`config.mk`:
```
export PLATFORM = sky130hd
export DESIGN_NAME = uart_rx_ctrl
export DESIGN_NICKNAME = d
export VERILOG_FILES = /design/src/rtl/uart_pkg.sv /design/src/rtl/uart_sync_fifo.sv /design/src/rtl/uart_rx_ctrl.sv
export SDC_FILE = /design/constraint.sdc
export NUM_CORES = 1
export LEC_CHECK = 0
export CAP_MARGIN = 10
export CORE_MARGIN = 5
export CORE_UTILIZATION = 54
export CTS_CLUSTER_SIZE = 10
export DETAILED_ROUTE_END_ITERATION = 6
export PLACE_DENSITY = 0.76
export SYNTH_ARGS = -nofsm -noshare
export SYNTH_HDL_FRONTEND = slang
export SYNTH_SLANG_ARGS = --single-unit
```
`constraint.sdc`:
```
create_clock -name clk -period 4 [get_ports clk]
set_clock_uncertainty 0.15 [all_clocks]
set_input_delay 0.4 -clock clk [delete_from_list [all_inputs] [get_ports clk]]
set_output_delay 0.4 -clock clk [all_outputs]
set_load 0.01 [all_outputs]
```
`src/rtl/uart_pkg.sv`:
```
// Shared constants and FSM encoding for the UART receive controller.
package uart_pkg;

   localparam int OVERSAMPLE     = 16;
   localparam int FRAME_BITS     = 10;
   localparam int TICKS_PER_CHAR = OVERSAMPLE * FRAME_BITS;

   typedef enum logic [1:0] {
      ST_OFF  = 2'd0,
      ST_SYNC = 2'd1,
      ST_RUN  = 2'd2
   } state_t;

endpackage

```
`src/rtl/uart_sync_fifo.sv`:
```
// First-word-fall-through synchronous FIFO with flush; DEPTH must be a power of 2.
module uart_sync_fifo #(
   parameter int WIDTH = 8,
   parameter int DEPTH = 8
) (
   input  logic                   clk,
   input  logic                   reset,
   input  logic                   i_push,
   input  logic [WIDTH-1:0]       i_data,
   input  logic                   i_pop,
   input  logic                   i_flush,
   output logic [WIDTH-1:0]       o_data,
   output logic                   o_full,
   output logic                   o_empty,
   output logic [$clog2(DEPTH):0] o_count
);

   localparam int AW = $clog2(DEPTH);

   logic [WIDTH-1:0] r_mem [DEPTH];
   logic [AW-1:0]    r_wr_ptr;
   logic [AW-1:0]    r_rd_ptr;
   logic [AW:0]      r_count;
   logic             w_push;
   logic             w_pop;

   assign o_empty = (r_count == '0);
   assign o_full  = (r_count == (AW+1)'(DEPTH));
   assign o_count = r_count;

   // A pop frees the head slot in the same cycle, so push at full is legal then.
   assign w_pop  = i_pop & ~o_empty & ~i_flush;
   assign w_push = i_push & (~o_full | w_pop) & ~i_flush;

   always_ff @(posedge clk) begin
      if (reset || i_flush) begin
         r_wr_ptr <= '0;
         r_rd_ptr <= '0;
         r_count  <= '0;
      end else begin
         if (w_push) r_wr_ptr <= r_wr_ptr + 1'b1;
         if (w_pop)  r_rd_ptr <= r_rd_ptr + 1'b1;
         case ({w_push, w_pop})
            2'b10:   r_count <= r_count + 1'b1;
            2'b01:   r_count <= r_count - 1'b1;
            default: r_count <= r_count;
         endcase
      end
   end

   always_ff @(posedge clk) begin
      if (w_push) r_mem[r_wr_ptr] <= i_data;
   end

   assign o_data = o_empty ? '0 : r_mem[r_rd_ptr];

endmodule

```
`src/rtl/uart_rx_ctrl.sv`:
```
// UART 8N1 receive controller: baud tick, idle-line arming, byte FIFO, overrun.
// Optional idle timeout built when UART_RX_CTRL_TIMEOUT_EN is defined.
module uart_rx_ctrl
   import uart_pkg::*;
#(
   parameter int DIV_W         = 16,
   parameter int FIFO_DEPTH    = 8,
   parameter int SYNC_TICKS    = 16,
   parameter int TIMEOUT_CHARS = 4
) (
   input  logic                          clk,
   input  logic                          reset,
   input  logic                          i_enable,
   input  logic [DIV_W-1:0]              i_div,
   input  logic                          i_rxd,
   output logic                          o_clk_rx,
   input  logic                          i_rx_done,
   input  logic [7:0]                    i_rx_data,
   input  logic                          i_flush,
   output logic [7:0]                    o_data,
   output logic                          o_valid,
   input  logic                          i_ready,
   output logic [$clog2(FIFO_DEPTH):0]   o_count,
   output logic                          o_armed,
   output logic                          o_overrun,
   input  logic                          i_clr_overrun,
   output logic                          o_timeout
);

   localparam int SW = $clog2(SYNC_TICKS + 1);

   state_t           r_state;
   state_t           w_state_next;
   logic [DIV_W-1:0] r_baud_cnt;
   logic [DIV_W-1:0] w_div_m1;
   logic             w_tick;
   logic [SW-1:0]    r_sync_cnt;
   logic             r_done_d1;
   logic             r_done_d2;
   logic             w_push;
   logic             w_pop_eff;
   logic             w_full;
   logic             w_empty;
   logic             w_drop;
   logic             r_overrun;

   // Comparing with >= lets a smaller divisor take effect at once without a stray tick.
   assign w_div_m1 = (i_div == '0) ? '0 : i_div - 1'b1;
   assign w_tick   = (r_state != ST_OFF) && (r_baud_cnt >= w_div_m1);
   assign o_clk_rx = w_tick;

   always_ff @(posedge clk) begin
      if (reset || r_state == ST_OFF) r_baud_cnt <= '0;
      else if (w_tick)                r_baud_cnt <= '0;
      else                            r_baud_cnt <= r_baud_cnt + 1'b1;
   end

   always_comb begin
      w_state_next = r_state;
      case (r_state)
         ST_OFF:  if (i_enable) w_state_next = ST_SYNC;
         ST_SYNC: if (w_tick && i_rxd && r_sync_cnt == SW'(SYNC_TICKS - 1))
                     w_state_next = ST_RUN;
         ST_RUN:  w_state_next = ST_RUN;
         default: w_state_next = ST_OFF;
      endcase
      if (!i_enable) w_state_next = ST_OFF;
   end

   always_ff @(posedge clk) begin
      if (reset) r_state <= ST_OFF;
      else       r_state <= w_state_next;
   end

   always_ff @(posedge clk) begin
      if (reset || r_state != ST_SYNC) r_sync_cnt <= '0;
      else if (w_tick)                 r_sync_cnt <= i_rxd ? r_sync_cnt + 1'b1 : '0;
   end

   always_ff @(posedge clk) begin
      if (reset) begin
         r_done_d1 <= 1'b0;
         r_done_d2 <= 1'b0;
      end else begin
         r_done_d1 <= i_rx_done;
         r_done_d2 <= r_done_d1;
      end
   end

   assign w_push    = r_done_d1 & ~r_done_d2 & (r_state == ST_RUN);
   assign w_pop_eff = i_ready & ~w_empty;
   assign w_drop    = w_push & w_full & ~w_pop_eff & ~i_flush;

   uart_sync_fifo #(
      .WIDTH (8),
      .DEPTH (FIFO_DEPTH)
   ) u_fifo (
      .clk     (clk),
      .reset   (reset),
      .i_push  (w_push),
      .i_data  (i_rx_data),
      .i_pop   (i_ready),
      .i_flush (i_flush),
      .o_data  (o_data),
      .o_full  (w_full),
      .o_empty (w_empty),
      .o_count (o_count)
   );

   assign o_valid = ~w_empty;
   assign o_armed = (r_state == ST_RUN);

   always_ff @(posedge clk) begin
      if (reset)              r_overrun <= 1'b0;
      else if (w_drop)        r_overrun <= 1'b1;
      else if (i_clr_overrun) r_overrun <= 1'b0;
   end
   assign o_overrun = r_overrun;

`ifdef UART_RX_CTRL_TIMEOUT_EN
   localparam int TO_LIMIT = TIMEOUT_CHARS * TICKS_PER_CHAR;
   localparam int TW       = $clog2(TO_LIMIT + 1);

   logic [TW-1:0] r_idle_cnt;
   logic          r_timeout;

   // Counter parks at the limit so the pulse fires once per idle stretch.
   always_ff @(posedge clk) begin
      if (reset) begin
         r_idle_cnt <= '0;
         r_timeout  <= 1'b0;
      end else begin
         r_timeout <= 1'b0;
         if (w_push || w_pop_eff || i_flush || r_state != ST_RUN) begin
            r_idle_cnt <= '0;
         end else if (w_tick && !w_empty && r_idle_cnt != TW'(TO_LIMIT)) begin
            r_idle_cnt <= r_idle_cnt + 1'b1;
            r_timeout  <= (r_idle_cnt == TW'(TO_LIMIT - 1));
         end
      end
   end
   assign o_timeout = r_timeout;
`else
   // Always low; the term only keeps TIMEOUT_CHARS referenced in this build.
   assign o_timeout = 1'b0 & (TIMEOUT_CHARS == 0);
`endif

endmodule

```
==> Flow_metrics.wiki, run 1 <==
{| class="wikitable"
! Metric !! Value
|-
| Kind of capture point of the worst setup path || output pin
|-
| Buffers added on ports || 47
|-
| Residual overflow from global routing || 0
|-
| Setup TNS after final layout || 0 ns
|-
| Number of buffer and inverter instances along the worst setup path || 3
|-
| First-pass GRT wire length || 16000 um
|-
| Global-route usage over all layers || 0.180
|-
| Flip-flop cell with the highest count after synthesis || edfxtp_1
|-
| Max-capacitance violation count || 0
|-
| Total count of max-transition violations in the final report || 0
|-
| Register bit count reported by yosys || 103
|-
| Routed len/inst || 15.7 um
|-
| Post-synthesis async set-or-reset flop share || 0
|-
| Final Hold Viols || 0
|-
| Library cells used by synthesis || 48
|-
| Number of antenna violations at the first check in global routing || 0
|-
| Min cycle time layout || 3.86 ns
|-
| Status || completed
|-
| Share of post-route cells with drive strength above 1 || 0.178
|-
| Worst slew margin relative to its limit || 0.438
|-
| Effective utilization at floorplan || 0.560
|-
| Via-per-instance ratio || 5.45
|-
| Total number of clock tree sinks || 103
|-
| Detailed Place HPWL || 7090 um
|-
| Total Die Area || 0.0111 mm2
|-
| Number of global-route vias before repair || 3332
|-
| Maximum resistive drop on vdd || 168 uV
|-
| Routing usage on met3 || 0.0336
|-
| Number of placed I/O pins || 49
|-
| Mapped Cells || 403
|-
| Slowest cell delay on critical path || 0.44 ns
|-
| Fin Hold WS || 0.319 ns
|-
| Transition time at the pin with the least slew margin || 0.839 ns
|-
| Final period util || 0.966
|-
| Number of enable flip-flop cells after synthesis || 64
|-
| Worst min-delay path class || register to register
|-
| Clock latency reported for the late side of the worst-skew pair || 0.35 ns
|-
| Net total in the final layout || 556
|-
| Crit path max-delay family || simple AND/OR/NAND/NOR gates
|-
| CP Launch Type || primary input
|-
| Net count after synthesis || 465
|-
| Die Span X || 106 um
|-
| Number of standard-cell rows in the floorplan || 34
|-
| Seq/Total Area, Yosys || 0.548
|-
| Number of buffers inserted by hold repair at cts || 0
|-
| Number of detailed-routing iterations run before antenna repair || 4
|-
| RSZ-0062 raised after global routing || no
|-
| Cells along the critical path || clkdlybuf4s50_1 -> nor4_1 -> buf_4 -> and3_4 -> nand2_1 -> xnor2_1 -> nand2_1 -> ha_1 -> nand4_2 -> or3_4 -> or3_4 -> a31oi_4 -> buf_6
|-
| Required arrival time at the worst endpoint || 3.45 ns
|-
| Detailed-route DRC error count || 0
|-
| Warnings, synthesis || 0
|-
| Layout-stage area growth over the synthesis result || 22.6%
|-
| Critical path arrival || 3.31 ns
|-
| Area of the mapped netlist || 0.00493 mm2
|-
| Pin count of the biggest net entering global routing || 19
|-
| Worst path slowest cell || clkdlybuf4s50_1
|-
| Met1 track utilization from global routing || 0.212
|-
| Post-Synthesis Mean Instance Area || 12.2 um2
|-
| Standby leakage power || 2.19 nW
|-
| CTS max path bufs || 2
|-
| Number of H-tree branching levels || 3
|-
| N_diodes || 0
|-
| Number of setup buffers added after CTS || 0
|-
| Number of inserted filler cells in the final layout || 626
|-
| Die Y || 106 um
|-
| Detailed-route wire length || 9540 um
|-
| Number of buffers inserted during clock tree synthesis || 9
|-
| Count of final setup violators || 0
|-
| Met2 track demand over resource in global routing || 0.328
|-
| Final weighted congestion in routability-driven placement || 0.802
|-
| Tot Pwr || 1.83 mW
|-
| CTS root buffer || clkbuf_8
|-
| Power per standard cell area || 302 mW/mm2
|-
| Largest fanout on the critical path || 3
|-
| Core area || 0.00881 mm2
|-
| Global route hottest layer || met2
|-
| Via Count || 3309
|-
| CTS tree || yes
|-
| Final antenna-violating net count || 0
|-
| Count of non-filler cells in the finished layout || 607
|-
| Classification of the worst setup path || primary input to output pin
|-
| Starting DRC count in detailed routing || 126
|-
| Upper clock frequency limit || 259 MHz
|-
| Total instance count after detailed placement || 591
|-
| Clock transition at the registers of the reported paths || 0.09 ns
|}
## path summary, 6_finish.rpt
path,startpoint,end,slack (ns),cells past startpoint
max,i_div[7],o_clk_rx,0.14,13
min,r_done_d1$_SDFF_PP0_,r_done_d2$_SDFF_PP0_,0.32,1
max reg2reg,r_state[0]$_SDFFE_PP0P_,u_fifo.o_count[3]$_SDFFE_PP0P_,0.88,12
min reg2reg,r_done_d1$_SDFF_PP0_,r_done_d2$_SDFF_PP0_,0.32,1
## kinds of logic after synthesis
kind of cell / synth area share
AND/OR/NAND/NOR: 0.150
flip-flops: 0.548
AO/OA/AOI/OAI: 0.0566
adder cells (fa/ha/maj): 0.0777
XOR/XNOR: 0.0533
multiplexers: 0.0934
buffers and inverters: 0.0203
other: 0.000761
## final cells by class
type                            instances  area, um2  share of cell area
Tap cell                              108        135              0.0224
Sequential cell                       103       2700               0.447
Inverter                               16       60.1             0.00994
Multi-Input combinational cell        275       2180               0.360
Clock buffer                            9        124              0.0205
Clock inverter                          7       56.3             0.00932
Timing Repair Buffer                   89        790               0.131
## report_power, final
part / internal, mW / total [mW] / leakage [nW] / switching (mW)
registers: 1.13 / 1.13 / 0.890 / 0.00197
logic: 0.0646 / 0.119 / 1.21 / 0.0546
clock network: 0.233 / 0.577 / 0.0854 / 0.345
## synthesized netlist by cell type (all sizes together), types with 2 or more instances
cell type | instances | area share
nand3b | 3 | 0.0046
mux4 | 16 | 0.073
a211oi | 2 | 0.0030
nor2b | 6 | 0.0076
nor4 | 4 | 0.0063
nand2 | 31 | 0.024
mux2i | 10 | 0.020
clkbuf | 5 | 0.0038
edfxtp | 64 | 0.39
a21o | 4 | 0.0061
nand3 | 9 | 0.0091
and2 | 2 | 0.0025
a2111oi | 2 | 0.0074
nor2 | 51 | 0.039
nand2b | 13 | 0.017
buf | 4 | 0.0043
o21ai | 7 | 0.0071
nor3 | 9 | 0.0091
inv | 16 | 0.012
xnor2 | 16 | 0.028
dfxtp | 39 | 0.16
or2 | 2 | 0.0025
a21oi | 14 | 0.014
or3 | 7 | 0.010
ha | 29 | 0.074
and3 | 7 | 0.0089
nand4 | 5 | 0.0076
xor2 | 14 | 0.025
## flip-flops by register name, indices dropped and copies added (netlist names), named ones only
| signal | cells |
|---|---|
| u_fifo.r_mem | 64 |
| u_fifo.r_wr_ptr | 3 |
| u_fifo.r_rd_ptr | 3 |
| r_sync_cnt | 5 |
| u_fifo.o_count | 4 |
| r_done_d1 | 1 |
| r_state | 2 |
| o_overrun | 1 |
| r_baud_cnt | 16 |
| r_done_d2 | 1 |
## worst reg2reg max path: cells and delay by family, from the launching register on
| family | cells | cell delay, ns |
|---|---|---|
| simple gates | 3 | 1.03 |
| buf+inv | 2 | 0.20 |
| flops | 1 | 0.32 |
| xor+xnor | 1 | 0.11 |
| compound gates | 3 | 0.51 |
| fa+ha+maj | 3 | 0.75 |
## per-stage QoR
step,setup WS (ns),utilization,area (um2)
floorplan,0.428,-,4930
global placement,-0.294,0.660,5810
finish,0.137,0.686,6040
detailed placement,-0.348,0.660,5810
CTS,0.00278,0.682,6010
global route,0.0324,0.686,6040
## per-layer routing
| layer | part of all wire | routed length [um] | vias up |
|---|---|---|---|
| met3 | 0.030 | 289 | 8 |
| met5 | 0 | 0 | - |
| li1 | - | - | 1643 |
| met2 | 0.54 | 5140 | 57 |
| met1 | 0.42 | 3990 | 1601 |
| met4 | 0.012 | 112 | 0 |
## placed cells by master (no fill, tap or decap), drive strengths merged, types with 3 or more instances in the layout
cell type	netlist	final
nand2	31	31
nand2b	13	13
edfxtp	64	64
o21ai	7	7
nor4	4	4
mux2i	10	10
nand3	9	9
nor3	9	9
nor2b	6	6
mux4	16	16
clkbuf	5	9
nand3b	3	3
inv	16	18
clkdlybuf4s50	0	45
a21o	4	4
xor2	14	14
ha	29	29
dfxtp	39	39
and3	7	7
xnor2	16	16
nor2	51	51
buf	4	43
nand4	5	5
clkinv	0	3
or3	7	7
a21oi	14	14
## what timing repair did
action / in CTS / in global routing
cloned: 0 / 0
hold endpoints to repair: 0 / 0
pin swaps: 2 / 6
resized for setup: 7 / 8
endpoints found under the setup margin: 1 / 1
Power figures use the tool's default switching activity.
==> run 2: changes to the inputs <==
Settings changed: SLEW_MARGIN set to 20.
==> results of run 2 <==
Final layout, timing and power as in run 1 (identical DEF).
==> run 3: changes to the inputs <==
Settings changed: CTS_BUF_LIST set to sky130_fd_sc_hd__clkbuf_4, CTS_CLUSTER_DIAMETER set to 80.
==> run 3 against run 2 <==
- worst setup slack better by 0.00057 ns
- cell area is 0.93% lower
- wire length is 0.23% lower
- via count hardly changed
- critical path depth stayed put
- total power is 6.0% lower
==> Flow_metrics.wiki, run 3 (synthesized netlist as in run 1, its figures left out) <==
{| class="wikitable"
! Metric !! Value
|-
| Status || completed (unchanged)
|-
| Required arrival time at the worst endpoint || 3.45 ns (about the same)
|-
| Via Count || 3308 (was 3309)
|-
| Final weighted congestion in routability-driven placement || 0.802 (unchanged)
|-
| Share of post-route cells with drive strength above 1 || 0.178 (unchanged)
|-
| Maximum resistive drop on vdd || 182 uV (was 168 uV)
|-
| CTS max path bufs || 2 (unchanged)
|-
| Layout-stage area growth over the synthesis result || 21.5% (was 22.6%)
|-
| Routed len/inst || 15.7 um (about the same)
|-
| Total number of clock tree sinks || 103 (unchanged)
|-
| First-pass GRT wire length || 16000 um (about the same)
|-
| Die Span X || 106 um (unchanged)
|-
| Starting DRC count in detailed routing || 133 (was 126)
|-
| Min cycle time layout || 3.86 ns (about the same)
|-
| Most frequent cells in the layout || 64 x edfxtp_1, 50 x nor2_1, 45 x clkdlybuf4s50_1 (unchanged)
|-
| R2r setup slk || 0.87 ns (was 0.88 ns)
|-
| Number of H-tree branching levels || 3 (unchanged)
|-
| Effective utilization at floorplan || 0.560 (unchanged)
|-
| Most common library cell in the layout ignoring fill and taps || edfxtp_1 (unchanged)
|-
| Clock network fraction of design power || 0.272 (was 0.316)
|-
| Relative contribution of sequential cells to total power || 0.658 (was 0.619)
|-
| Number of buffers inserted during clock tree synthesis || 9 (unchanged)
|-
| Area taken by multi-input logic gates || 0.00218 mm2 (unchanged)
|-
| Critical register-to-register path endpoint || u_fifo.o_count[3]$_SDFFE_PP0P_ (unchanged)
|-
| Worst reg2reg startpoint || r_state[0]$_SDFFE_PP0P_ (unchanged)
|-
| Via-per-instance ratio || 5.45 (about the same)
|-
| Upper clock frequency limit || 259 MHz (about the same)
|-
| Clock latency reported for the late side of the worst-skew pair || 0.43 ns (was 0.35 ns)
|-
| Switching share of power || 0.227 (was 0.220)
|-
| Final instance area || 0.00599 mm2 (was 0.00604 mm2)
|-
| Global-route usage over all layers || 0.179 (was 0.180)
|-
| RSZ-0062 raised after global routing || no (unchanged)
|-
| Number of global-route vias before repair || 3312 (was 3332)
|-
| Top Registers || u_fifo.r_mem x64, r_baud_cnt x16, r_sync_cnt x5 (unchanged)
|-
| Critical path arrival || 3.31 ns (about the same)
|-
| Detailed-route DRC error count || 0 (unchanged)
|-
| Largest fanout on the critical path || 3 (unchanged)
|-
| Number of detailed-routing iterations run before antenna repair || 4 (unchanged)
|-
| Die Y || 106 um (unchanged)
|-
| Length in cells of the worst reg-to-reg path || 12 (unchanged)
|-
| Kind of capture point of the worst setup path || output pin (unchanged)
|-
| CP Launch Type || primary input (unchanged)
|-
| Reg with most FFs || u_fifo.r_mem (unchanged)
|-
| N_diodes || 0 (unchanged)
|-
| Core area || 0.00881 mm2 (unchanged)
|-
| Tot Pwr || 1.72 mW (was 1.83 mW)
|-
| Buffers added on ports || 47 (unchanged)
|-
| Final period util || 0.966 (about the same)
|-
| Internal Pwr Total || 1.33 mW (was 1.42 mW)
|-
| Final antenna-violating net count || 0 (unchanged)
|-
| Total count of max-transition violations in the final report || 0 (unchanged)
|-
| Number of standard-cell rows in the floorplan || 34 (unchanged)
|-
| Transition time at the pin with the least slew margin || 0.838 ns (was 0.839 ns)
|-
| Residual overflow from global routing || 0 (unchanged)
|-
| Max-capacitance violation count || 0 (unchanged)
|-
| Storage cell area || 0.00270 mm2 (unchanged)
|-
| Detailed-route wire length || 9520 um (was 9540 um)
|-
| Worst Hold Path Cells || 1 (unchanged)
|-
| Power per standard cell area || 287 mW/mm2 (was 302 mW/mm2)
|-
| Worst min-delay path class || register to register (unchanged)
|-
| Count of final setup violators || 0 (unchanged)
|-
| Worst slew margin relative to its limit || 0.439 (was 0.438)
|-
| Detailed Place HPWL || 7090 um (unchanged)
|-
| Critical path capture point || o_clk_rx (unchanged)
|-
| Standby leakage power || 2.16 nW (was 2.19 nW)
|-
| CTS tree || yes (unchanged)
|-
| Pin count of the biggest net entering global routing || 19 (unchanged)
|-
| Number of inserted filler cells in the final layout || 639 (was 626)
|-
| Net total in the final layout || 556 (unchanged)
|-
| Switching power || 390 uW (was 401 uW)
|-
| Combinational fraction of design power || 0.069 (was 0.065)
|-
| DP Area || 0.00581 mm2 (unchanged)
|-
| Total Die Area || 0.0111 mm2 (unchanged)
|-
| CTS root buffer || clkbuf_4 (was clkbuf_8)
|-
| Total instance count after detailed placement || 591 (unchanged)
|-
| Max FFs per register || 64 (unchanged)
|-
| Number of setup buffers added after CTS || 0 (unchanged)
|-
| Number of antenna violations at the first check in global routing || 0 (unchanged)
|-
| Number of placed I/O pins || 49 (unchanged)
|-
| Classification of the worst setup path || primary input to output pin (unchanged)
|-
| Critical path origin || i_div[7] (unchanged)
|-
| Clock transition at the registers of the reported paths || 0.15 ns (was 0.09 ns)
|-
| Final Hold Viols || 0 (unchanged)
|-
| Count of non-filler cells in the finished layout || 607 (unchanged)
|}
==> run 3: worst max-delay path, cell delays in order <==
cell	delay (ns)
clkdlybuf4s50_1	0.44
nor4_1	0.27
buf_4	0.18
and3_4	0.19
nand2_1	0.07
xnor2_1	0.14
nand2_1	0.08
ha_1	0.31
nand4_2	0.12
or3_4	0.40
or3_4	0.42
a31oi_4	0.16
buf_6	0.13
==> run 3: routing by layer <==
| layer | GRT usage | routed length, um | vias up |
|---|---|---|---|
| li1 | - | - | 1649 |
| met3 | 0.0318 | 295 | 6 |
| met1 | 0.214 | 3980 | 1604 |
| met2 | 0.328 | 5160 | 49 |
| met4 | 0.0555 | 78 | 0 |
| met5 | 0 | 0 | - |
==> run 3: through the flow <==
| step | utilization | TNS (ns) | setup slack, ns | hold WS, ns |
|---|---|---|---|---|
| after global placement | 0.660 | -0.294 | -0.294 | 0.296 |
| after CTS | 0.676 | 0 | 0.00278 | 0.326 |
| after floorplan | - | 0 | 0.428 | 0.279 |
| final | 0.680 | 0 | 0.137 | 0.324 |
| after global routing | 0.680 | 0 | 0.0324 | 0.321 |
| after detailed placement | 0.660 | -0.399 | -0.348 | 0.301 |
==> run 3: worst min path at each step <==
stage	end	start	slack [ns]
global placement	r_done_d2$_SDFF_PP0_	r_done_d1$_SDFF_PP0_	0.30
floorplan	r_done_d2$_SDFF_PP0_	r_done_d1$_SDFF_PP0_	0.28
CTS	r_done_d2$_SDFF_PP0_	r_done_d1$_SDFF_PP0_	0.33
global route	r_done_d1$_SDFF_PP0_	i_rx_done	0.32
finish	r_done_d2$_SDFF_PP0_	r_done_d1$_SDFF_PP0_	0.32
detailed placement	r_done_d2$_SDFF_PP0_	r_done_d1$_SDFF_PP0_	0.30
==> run 3: what timing repair did <==
| action | 4_1_cts | 5_1_grt |
|---|---|---|
| resized for setup | 7 | 8 |
| setup endpoints to repair | 1 | 1 |
| hold buffers | 0 | 0 |
| pin swaps | 2 | 6 |
| gates cloned | 0 | 0 |
==> run 3: cell type report <==
type	instances	share of cell area
clock buffers	9	0.0113
repair buffers	89	0.132
flip-flops and latches	103	0.451
multi-input cells	275	0.363
well taps	108	0.0226
inverters	16	0.0100
clock inverters	7	0.00940
==> run 3: power groups by stage <==
stage	combinational (mW)	clock (mW)	sequential, mW
after floorplan	0.0444	0	1.15
after global placement	0.113	0	1.15
after detailed placement	0.117	0	1.15
after CTS	0.118	0.487	1.13
after global routing	0.133	0.535	1.13
final	0.119	0.467	1.13
